--- src/rtl/icache_param_if.sv ---
// icache_param_if: bundles the two instruction channels of the cache.
//   Datapath side : imemREN, imemaddr (requests)  -> ihit, imemload (responses)
//                   iinv (invalidate all blocks)
//   Memory side   : iREN, iaddr (word read request) <- iwait, iload (stall, data)
// The cache connects through the slave modport; the environment (datapath and
// memory together) uses the master modport.
interface icache_param_if;
  logic        imemREN;
  logic [31:0] imemaddr;
  logic        ihit;
  logic [31:0] imemload;
  logic        iinv;
  logic        iREN;
  logic [31:0] iaddr;
  logic        iwait;
  logic [31:0] iload;

  modport slave (
    input  imemREN, imemaddr, iinv, iwait, iload,
    output ihit, imemload, iREN, iaddr
  );

  modport master (
    output imemREN, imemaddr, iinv, iwait, iload,
    input  ihit, imemload, iREN, iaddr
  );
endinterface

--- src/rtl/icache_param.sv ---
// icache_param: direct-mapped, read-only instruction cache with block fill.
//   CLK, nRST          : clock (rising edge), asynchronous active-low reset
//   bus (slave)        : datapath request/response and memory fill channel
//   hit_cnt, miss_cnt  : wrapping performance counters, cleared only by reset
// Hits answer combinationally in IDLE. A miss latches the block address and
// fetches BLOCK_WORDS words in ascending order; the set becomes valid only
// after the last word is written. iinv clears every valid bit and aborts a
// fill in progress.
//
// state | meaning
// IDLE  | lookup; hit answers this cycle, miss latches block and starts fill
// FILL  | iREN high, one word per accepted beat, validate after last word
module icache_param #(
  parameter int SETS        = 16,
  parameter int BLOCK_WORDS = 2,
  parameter int CNT_W       = 16
) (
  input  logic             CLK,
  input  logic             nRST,
  icache_param_if.slave    bus,
  output logic [CNT_W-1:0] hit_cnt,
  output logic [CNT_W-1:0] miss_cnt
);

  localparam int WORD_BITS = $clog2(BLOCK_WORDS);
  localparam int IDX_BITS  = $clog2(SETS);
  localparam int TAG_LSB   = 2 + WORD_BITS + IDX_BITS;
  localparam int TAG_BITS  = 32 - TAG_LSB;
  // Fill counter keeps at least one bit so single-word blocks still elaborate.
  localparam int CW        = (WORD_BITS > 0) ? WORD_BITS : 1;

  typedef enum logic {IDLE, FILL} state_t;

  state_t              state;
  logic [SETS-1:0]     valid;
  logic [TAG_BITS-1:0] tag_mem  [SETS];
  logic [31:0]         data_mem [SETS][BLOCK_WORDS];

  logic [TAG_BITS-1:0] fill_tag;
  logic [IDX_BITS-1:0] fill_idx;
  logic [CW-1:0]       fill_cnt;
  logic                iren_q;
  logic [31:0]         iaddr_q;

  logic [TAG_BITS-1:0] req_tag;
  logic [IDX_BITS-1:0] req_idx;
  logic [CW-1:0]       req_word;
  logic [1:0]          unused_offset;
  logic                lookup_hit;
  logic                hit_now;
  logic                miss_now;
  logic                beat;
  logic                last_word;

  assign req_tag       = bus.imemaddr[31:TAG_LSB];
  assign req_idx       = bus.imemaddr[TAG_LSB-1:TAG_LSB-IDX_BITS];
  assign unused_offset = bus.imemaddr[1:0];

  if (WORD_BITS > 0) begin : g_word
    assign req_word = bus.imemaddr[2 +: WORD_BITS];
  end else begin : g_noword
    assign req_word = '0;
  end

  function automatic logic [31:0] block_addr(input logic [TAG_BITS-1:0] t,
                                             input logic [IDX_BITS-1:0] i,
                                             input logic [CW-1:0]       w);
    logic [31:0] a;
    a = '0;
    a[31:TAG_LSB]                  = t;
    a[TAG_LSB-1:TAG_LSB-IDX_BITS]  = i;
    if (WORD_BITS > 0) a[2 +: CW]  = w;
    return a;
  endfunction

  // Tag array is never reset; valid gates the compare so stale tags never hit.
  assign lookup_hit = valid[req_idx] && (tag_mem[req_idx] == req_tag);
  assign hit_now    = (state == IDLE) && bus.imemREN && !bus.iinv && lookup_hit;
  assign miss_now   = (state == IDLE) && bus.imemREN && !bus.iinv && !lookup_hit;
  assign beat       = (state == FILL) && !bus.iwait && !bus.iinv;
  assign last_word  = (fill_cnt == CW'(BLOCK_WORDS - 1));

  assign bus.ihit     = hit_now;
  assign bus.imemload = hit_now ? data_mem[req_idx][req_word] : 32'h0;
  assign bus.iREN     = iren_q;
  assign bus.iaddr    = iaddr_q;

  always_ff @(posedge CLK or negedge nRST) begin
    if (!nRST) begin
      state    <= IDLE;
      valid    <= '0;
      fill_tag <= '0;
      fill_idx <= '0;
      fill_cnt <= '0;
      iren_q   <= 1'b0;
      iaddr_q  <= '0;
      hit_cnt  <= '0;
      miss_cnt <= '0;
    end else begin
      if (hit_now) hit_cnt <= hit_cnt + 1'b1;
      case (state)
        IDLE: begin
          if (bus.iinv) begin
            valid <= '0;
          end else if (miss_now) begin
            fill_tag         <= req_tag;
            fill_idx         <= req_idx;
            fill_cnt         <= '0;
            // The set is overwritten word by word, so its old contents stop
            // being trustworthy as soon as the fill starts.
            valid[req_idx]   <= 1'b0;
            miss_cnt         <= miss_cnt + 1'b1;
            iren_q           <= 1'b1;
            iaddr_q          <= block_addr(req_tag, req_idx, '0);
            state            <= FILL;
          end
        end
        FILL: begin
          if (bus.iinv) begin
            valid    <= '0;
            fill_cnt <= '0;
            iren_q   <= 1'b0;
            iaddr_q  <= '0;
            state    <= IDLE;
          end else if (!bus.iwait) begin
            if (last_word) begin
              valid[fill_idx] <= 1'b1;
              fill_cnt        <= '0;
              iren_q          <= 1'b0;
              iaddr_q         <= '0;
              state           <= IDLE;
            end else begin
              fill_cnt <= CW'(fill_cnt + 1'b1);
              iaddr_q  <= block_addr(fill_tag, fill_idx, CW'(fill_cnt + 1'b1));
            end
          end
        end
        default: state <= IDLE;
      endcase
    end
  end

  // Storage arrays carry no reset; validity is tracked solely by valid[].
  always_ff @(posedge CLK) begin
    if (beat) begin
      data_mem[fill_idx][fill_cnt] <= bus.iload;
      if (last_word) tag_mem[fill_idx] <= fill_tag;
    end
  end

endmodule

--- src/flat_wrapper.sv ---
// flat-port wrapper written by rule: the top's interface ports become plain ports
module icache_param_flat 
#(
  parameter int SETS        = 16,
  parameter int BLOCK_WORDS = 2,
  parameter int CNT_W       = 16
)
  (CLK, nRST, hit_cnt, miss_cnt, bus_imemREN, bus_imemaddr, bus_iinv, bus_iwait, bus_iload, bus_ihit, bus_imemload, bus_iREN, bus_iaddr);
  icache_param_if bus_i ();
  input  logic CLK;
  input  logic nRST;
  output logic [CNT_W-1:0] hit_cnt;
  output logic [CNT_W-1:0] miss_cnt;
  input wire logic [$bits(bus_i.imemREN)-1:0] bus_imemREN;
  input wire logic [$bits(bus_i.imemaddr)-1:0] bus_imemaddr;
  input wire logic [$bits(bus_i.iinv)-1:0] bus_iinv;
  input wire logic [$bits(bus_i.iwait)-1:0] bus_iwait;
  input wire logic [$bits(bus_i.iload)-1:0] bus_iload;
  output wire logic [$bits(bus_i.ihit)-1:0] bus_ihit;
  output wire logic [$bits(bus_i.imemload)-1:0] bus_imemload;
  output wire logic [$bits(bus_i.iREN)-1:0] bus_iREN;
  output wire logic [$bits(bus_i.iaddr)-1:0] bus_iaddr;
  assign bus_i.imemREN = bus_imemREN;
  assign bus_i.imemaddr = bus_imemaddr;
  assign bus_i.iinv = bus_iinv;
  assign bus_i.iwait = bus_iwait;
  assign bus_i.iload = bus_iload;
  assign bus_ihit = bus_i.ihit;
  assign bus_imemload = bus_i.imemload;
  assign bus_iREN = bus_i.iREN;
  assign bus_iaddr = bus_i.iaddr;
  icache_param #(.SETS(SETS), .BLOCK_WORDS(BLOCK_WORDS), .CNT_W(CNT_W)) u_core (.CLK(CLK), .nRST(nRST), .bus(bus_i), .hit_cnt(hit_cnt), .miss_cnt(miss_cnt));
endmodule
--- config.mk ---
export PLATFORM = sky130hd
export DESIGN_NAME = icache_param_flat
export DESIGN_NICKNAME = d
export VERILOG_FILES = /design/src/rtl/icache_param_if.sv /design/src/rtl/icache_param.sv /design/src/flat_wrapper.sv
export SDC_FILE = /design/constraint.sdc
export NUM_CORES = 2
export LEC_CHECK = 0
export ABC_CLOCK_PERIOD_IN_PS = 7000
export CORE_ASPECT_RATIO = 0.7
export CORE_MARGIN = 2
export CORE_UTILIZATION = 54
export DETAILED_ROUTE_END_ITERATION = 10
export PLACE_DENSITY = 0.82
export SLEW_MARGIN = 20
export SYNTH_ARGS = -nofsm -noshare
export SYNTH_HDL_FRONTEND = slang
export SYNTH_SLANG_ARGS = --single-unit
--- constraint.sdc ---
create_clock -name CLK -period 7 [get_ports CLK]
set_input_delay 1.05 -clock CLK [delete_from_list [all_inputs] [get_ports CLK]]
set_output_delay 1.05 -clock CLK [all_outputs]
set_load 0.01 [all_outputs]
==> flow_metrics.tcl <==
set metrics [dict create \
    r2r_setup_slack_ns 2.25 \
    grt_pass1_vias 30907 \
    nFillCells 6970 \
    postSynthRegisterBits 1533 \
    synth_top_area_share 0.7157 \
    path_max_fanout 61 \
    register_area_sq_um 45490 \
    tightest_slew_ns 1.121 \
    fp.coreArea_sq_um 110100 \
    ys_seq_area_frac 0.7613 \
    synth_edf_count 1424 \
    num_rows 102 \
    p_seq_frac 0.536 \
    wl_um 148700 \
    firstDrtPassIters 9 \
    ff2ff_path_depth 10 \
    drc 0 \
    antenna_found_initial 9 \
    synth_cell_type_count 67 \
    yosysWarnings 0 \
    r2r_end "u_core.valid[14]" \
    hold_viol 0 \
    power_switching_uw 4218 \
    synth_ff_type "edfxtp_1" \
    slew_violations 0 \
    cts_made_buffers 142 \
    synth_commonest_cells "1424 x edfxtp_1, 409 x mux4_2, 109 x dfrtp_1" \
    cpMostUsedCell "buf_4" \
    p_leak_uw 0.02221 \
    slowest_stage "a221oi_1" \
    status "finished, final reports clean" \
    post_cts_buffers 0 \
    clock.fmax_mhz 152.6 \
    drtIter0Drc 4797 \
    p_comb_frac 0.062 \
    h-tree-depth 4 \
    grt_usage 0.2646 \
    worstPathCellList "buf_8, mux4_2, a22o_1, a221oi_1, xnor2_1, nand4b_1, nor3_1, buf_4, nand4_1, buf_12, buf_4, nor2_1, clkdlybuf4s50_1" \
    arrival_ns 5.50 \
    finalWorstSetupSlack_ns 0.4464 \
    cp_data_required_time_ns 5.95 \
    nNetsFinal 3066 \
    synth_area_leaders "edfxtp_1 72%, mux4_2 15%, dfrtp_1 4.6%" \
    clkPwrFrac 0.403 \
    vias 30450 \
    drive_gt1_frac 0.2569 \
    synth_top_cell_by_area "edfxtp_1" \
    fin_setup_tns_ns 0 \
    drv_cap 0 \
    areaGrowthSynthToFinish_pct 14.30 \
    port_buffers 162 \
    hp-class "in -> async" \
    critPathLaunchType "input port" \
    slowest_delay_ns 0.71 \
    relSlewSlack 0.2506 \
    crit_type "in -> out" \
    grt_max_degree 97 \
    overflow 0 \
    async_reset_ff_frac 0.07110 \
    r2r_start "u_core.tag_mem[11][23]" \
    grt_pass1_wl_um 214500 \
    gp_congestion 0.8735 \
    setup_viol 0 \
    cts_hold_buffers 0 \
    dp_worst_setup_slack_ns 0.6280 \
    clock_skew_ns 0.03054 \
    die_h_um 282.3 \
    io_pins 167 \
    final_period_minus_worst_setup_slack_ns 6.554 \
    synth_most_common_cell "edfxtp_1" \
    ant_nets 0 \
    cts_buffer_depth 3 \
    max-vdd-ir-drop_uv 178.7 \
    clk_pin_slew_ns 0.06 \
    p_int_uw 15360 \
    die_w_um 401.6 \
    initial_core_util 0.5425 \
    vias_per_cell 6.664 \
    cts_tree "yes" \
    clkLatencyLatePin_ns 0.75 \
    cts_sinks 1533 \
    multi_input_area_sq_um 13640 \
    rsz0062_at_grt "no" \
    dieArea_sq_um 113400 \
    hpwlAfterDp_um 78140 \
    cts_root_buffer "clkbuf_16" \
    crit_path_end_kind "output pin" \
    syn_inst 2743 \
    p_per_area_nw_per_um2 286.6 \
    syn_area_sq_um 59750 \
    cts_resized 0 \
    syn_avg_cell_area_sq_um 21.78 \
    p_sw_frac 0.2154 \
    min_period_over_period 0.9362 \
    wl_per_cell_um 32.54 \
    fin_hold_ws_ns 0.3777 \
]
## through the flow
| step | cells | power, uW | area [sq um] | util |
|---|---|---|---|---|
| CTS | 4559 | 19640 | 68230 | 0.6195 |
| detailed placement | 4304 | 11860 | 63500 | 0.5765 |
| global placement | 4303 | 11780 | 63480 | 0.5764 |
| floorplan | 2744 | 11280 | 59750 | - |
| global route | 4566 | 20070 | 68280 | 0.6200 |
| finish | 4569 | 19580 | 68290 | 0.6201 |
## logic make-up after synthesis
kind of cell             after synthesis  synth area share
AND/OR/NAND/NOR                      290           0.02249
buffers and inverters                179           0.01432
AO/OA/AOI/OAI                        143           0.01585
flip-flops                          1533            0.7613
XOR/XNOR                              58          0.008502
other                                  1        0.00006276
adder cells (fa/ha/maj)                2         0.0004187
multiplexers                         537            0.1770
## metal layers
layer,vias up,part of all wire,track usage,wire [um]
met5,-,0.00027,0,40
met4,6,0.034,0.09705,5118
met3,383,0.11,0.05428,16020
met2,2309,0.50,0.4336,73950
met1,15878,0.36,0.3574,53520
li1,11874,-,-,-
## worst max-delay path: cells and delay by family
family | cells | cell delay (ns)
buf+inv | 5 | 1.75
compound gates | 2 | 0.95
xor+xnor | 1 | 0.24
mux | 1 | 0.59
simple gates | 4 | 0.80
## worst max path at each step
stage                          from               endpoint  slack (ns)  depth (start not counted)
finish              bus_imemaddr[3]        bus_imemload[9]        0.45                         13
global route        bus_imemaddr[4]        bus_imemload[5]        0.29                         13
CTS                 bus_imemaddr[4]        bus_imemload[9]        0.49                         13
detailed placement  bus_imemaddr[4]        bus_imemload[9]        0.63                         13
global placement    bus_imemaddr[4]       bus_imemload[13]        0.72                         13
floorplan                  bus_iinv  u_core.data_mem[0][0]        0.58                          5
## sequential cells by signal, indices dropped and copies added, names as in the netlist
signal	cells
u_core.state	1
u_core.fill_tag	25
u_core.tag_mem	400
u_core.valid	16
u_core.bus.iREN	1
u_core.bus.iaddr	30
u_core.miss_cnt	16
u_core.data_mem	1024
u_core.fill_idx	4
u_core.hit_cnt	16
## power by group through the flow
stage | Combinational (uW) | Sequential [uW] | Clock, uW
2_1_floorplan | 662 | 10600 | 0
3_3_place_gp | 1150 | 10600 | 0
3_5_place_dp | 1190 | 10700 | 0
4_1_cts | 1210 | 10500 | 7960
5_1_grt | 1280 | 10500 | 8290
6_report | 1210 | 10500 | 7890
## layout make-up
cell class	count	share of cell area
tap	1456	0.02668
clock buffer	172	0.05491
clock inverter	83	0.01431
inverter	35	0.001997
multi-input combinational	1032	0.1997
sequential	1533	0.6661
antenna	7	0.0002565
timing repair buffer	251	0.03607
## cells in the final DEF (no fill, tap or decap), types with 12 or more instances in the layout
cell,synthesis,final
edfxtp_1,1424,1424
mux4_2,409,409
clkdlybuf4s50_1,0,147
clkbuf_16,0,145
dfrtp_1,109,109
nand2_1,94,94
mux2i_1,90,90
buf_4,10,74
nor2_1,90,65
o21ai_0,65,65
xnor2_1,37,37
inv_1,34,33
clkinv_1,0,29
mux2_2,28,28
nor2_4,0,25
clkbuf_1,71,25
xor2_1,21,21
clkinv_2,0,19
bufinv_16,0,19
a211oi_1,14,14
nand3_1,13,13
and3_1,13,13
nor3_1,20,12
buf_12,0,12
Power figures use the tool's default switching activity.
==> patch (same flow settings) <==
`CNT_W` is set to 16 in 2 places; all go to 32.
--- a/src/rtl/icache_param.sv
+++ b/src/rtl/icache_param.sv
@@ -15,3 +15,3 @@
   parameter int BLOCK_WORDS = 2,
-  parameter int CNT_W       = 16
+  parameter int CNT_W       = 32
 ) (
--- a/src/flat_wrapper.sv
+++ b/src/flat_wrapper.sv
@@ -5,3 +5,3 @@
   parameter int BLOCK_WORDS = 2,
-  parameter int CNT_W       = 16
+  parameter int CNT_W       = 32
 )
Ports: changed (resized hit_cnt and miss_cnt); port bits go from 167 to 199. No check against the original RTL was run, so the function may have changed too.
==> patch against the original RTL <==
Sequential share of layout area down 0.59 points. Final cell count up 6.2%. Final area up 2.7%. Routed wire length up 9.3%. Total power up 0.86%. Via count up 8.4%. Area after synthesis up 2.8%. Clock power down 2.7%. Clock skew down 3.7 ps. Setup slack better by 33 ps. Sequential cell count up 32. First-iteration DRC count up 18%.
==> patch: results (changes against the original RTL) <==
| Metric | Value |
|---|---|
| Cells after Synth | 2952 (+7.6%) |
| Maximum vdd drop | 0.1898 mV (+6.2%) |
| Via-to-Cell Ratio | 6.803 (+2.1%) |
| # diodes | 0 (-7) |
| # port buffers | 194 (+20%) |
| Worst-path fanout max | 65 (+6.6%) |
| WP data arrival | 5470 ps (-30 ps) |
| Clock Skew | 26.80 ps (-3.743 ps) |
| Async set-reset flop share out of synthesis | 9.010% (+1.9 points) |
| Maxcap violations | 0 (unchanged) |
| Slowest stage delay, CP | 630 ps (-80 ps) |
| Critical Path Slowest Stage Cell | clkdlybuf4s50_1 |
| Largest net degree at the start of global routing | 177 (+82%) |
| Global placement routability congestion | 0.8754 (+0.22%) |
| Outcome | finished clean |
| Fillers | 7050 (+1.1%) |
| Post-Layout Cell Count | 4854 (+6.2%) |
| DRT iter0 DRCs | 5642 (+18%) |
| CTS Buf Count | 147 (+3.5%) |
| Dpl cells | 4595 (+6.8%) |
| Synth top cells by count | edfxtp_1 (1424), mux4_2 (383), dfrtp_1 (141) |
| Initial antenna violation count | 7 (-2) |
| Final Net Count | 3295 (+7.5%) |
| First-pass GRT wire length | 234600 um (+9.4%) |
| Root buffer cell | clkbuf_16 |
| Detailed Place HPWL | 82570 um (+5.7%) |
| Pre-CTS setup slack | 699.8 ps (+71.79 ps) |
| Number of global-route vias before repair | 33.18k (+7.3%) |
[patch: logic make-up (layout without fill, tap and decap cells)]
kind of cell | count (synthesis) | after routing | synth area share [%]
AOI/OAI and AO/OA | 167 | 167 | 1.809
DFF | 1565 | 1565 | 75.39
adders and majority gates | 2 | 2 | 0.04075
muxes | 573 | 573 | 17.29
xor gates and xnor gates | 88 | 88 | 1.255
buffers and inverters | 199 | 578 | 1.402
and+or+nand+nor | 357 | 357 | 2.810
other | 1 | 2 | 0.006107
[patch: worst paths after layout]
kind	endpoint	depth (start not counted)	start	slack, ps
worst max register to register	u_core.fill_tag[0]	11	u_core.tag_mem[11][15]	2520
max in group asynchronous	u_core.miss_cnt[7]	2	nRST	5210
worst min register to register	u_core.hit_cnt[31]	1	u_core.hit_cnt[31]	470
worst min-delay path	u_core.hit_cnt[1]	1	nRST	380
min in group CLK	u_core.hit_cnt[31]	1	u_core.hit_cnt[31]	470
worst max-delay path	bus_imemload[26]	12	bus_imemaddr[6]	480
[patch: per-layer routing]
| layer | routed length [um] | GRT usage, % |
|---|---|---|
| met1 | 58420 | 38.72 |
| met2 | 77460 | 43.88 |
| met3 | 19860 | 7.105 |
| met4 | 6702 | 11.46 |
| met5 | 62 | 0 |
[patch: power breakdown]
| group | internal [uW] | total [uW] | switching (uW) |
|---|---|---|---|
| Sequential | 10500 | 10800 | 265 |
| Combinational | 583 | 1310 | 730 |
| Clock | 4220 | 7680 | 3460 |
| Total | 15300 | 19700 | 4460 |
[patch: final cells by class]
class                      instances  area, um^2  share of cell area [%]
timing repair buffer             280        2736                   3.903
tap                             1522        1904                   2.716
sequential                      1565       46290                   66.02
clock inverter                    65       520.5                  0.7423
multi-input combinational       1189       14520                   20.70
clock buffer                     192        3991                   5.692
inverter                          41       158.9                  0.2266
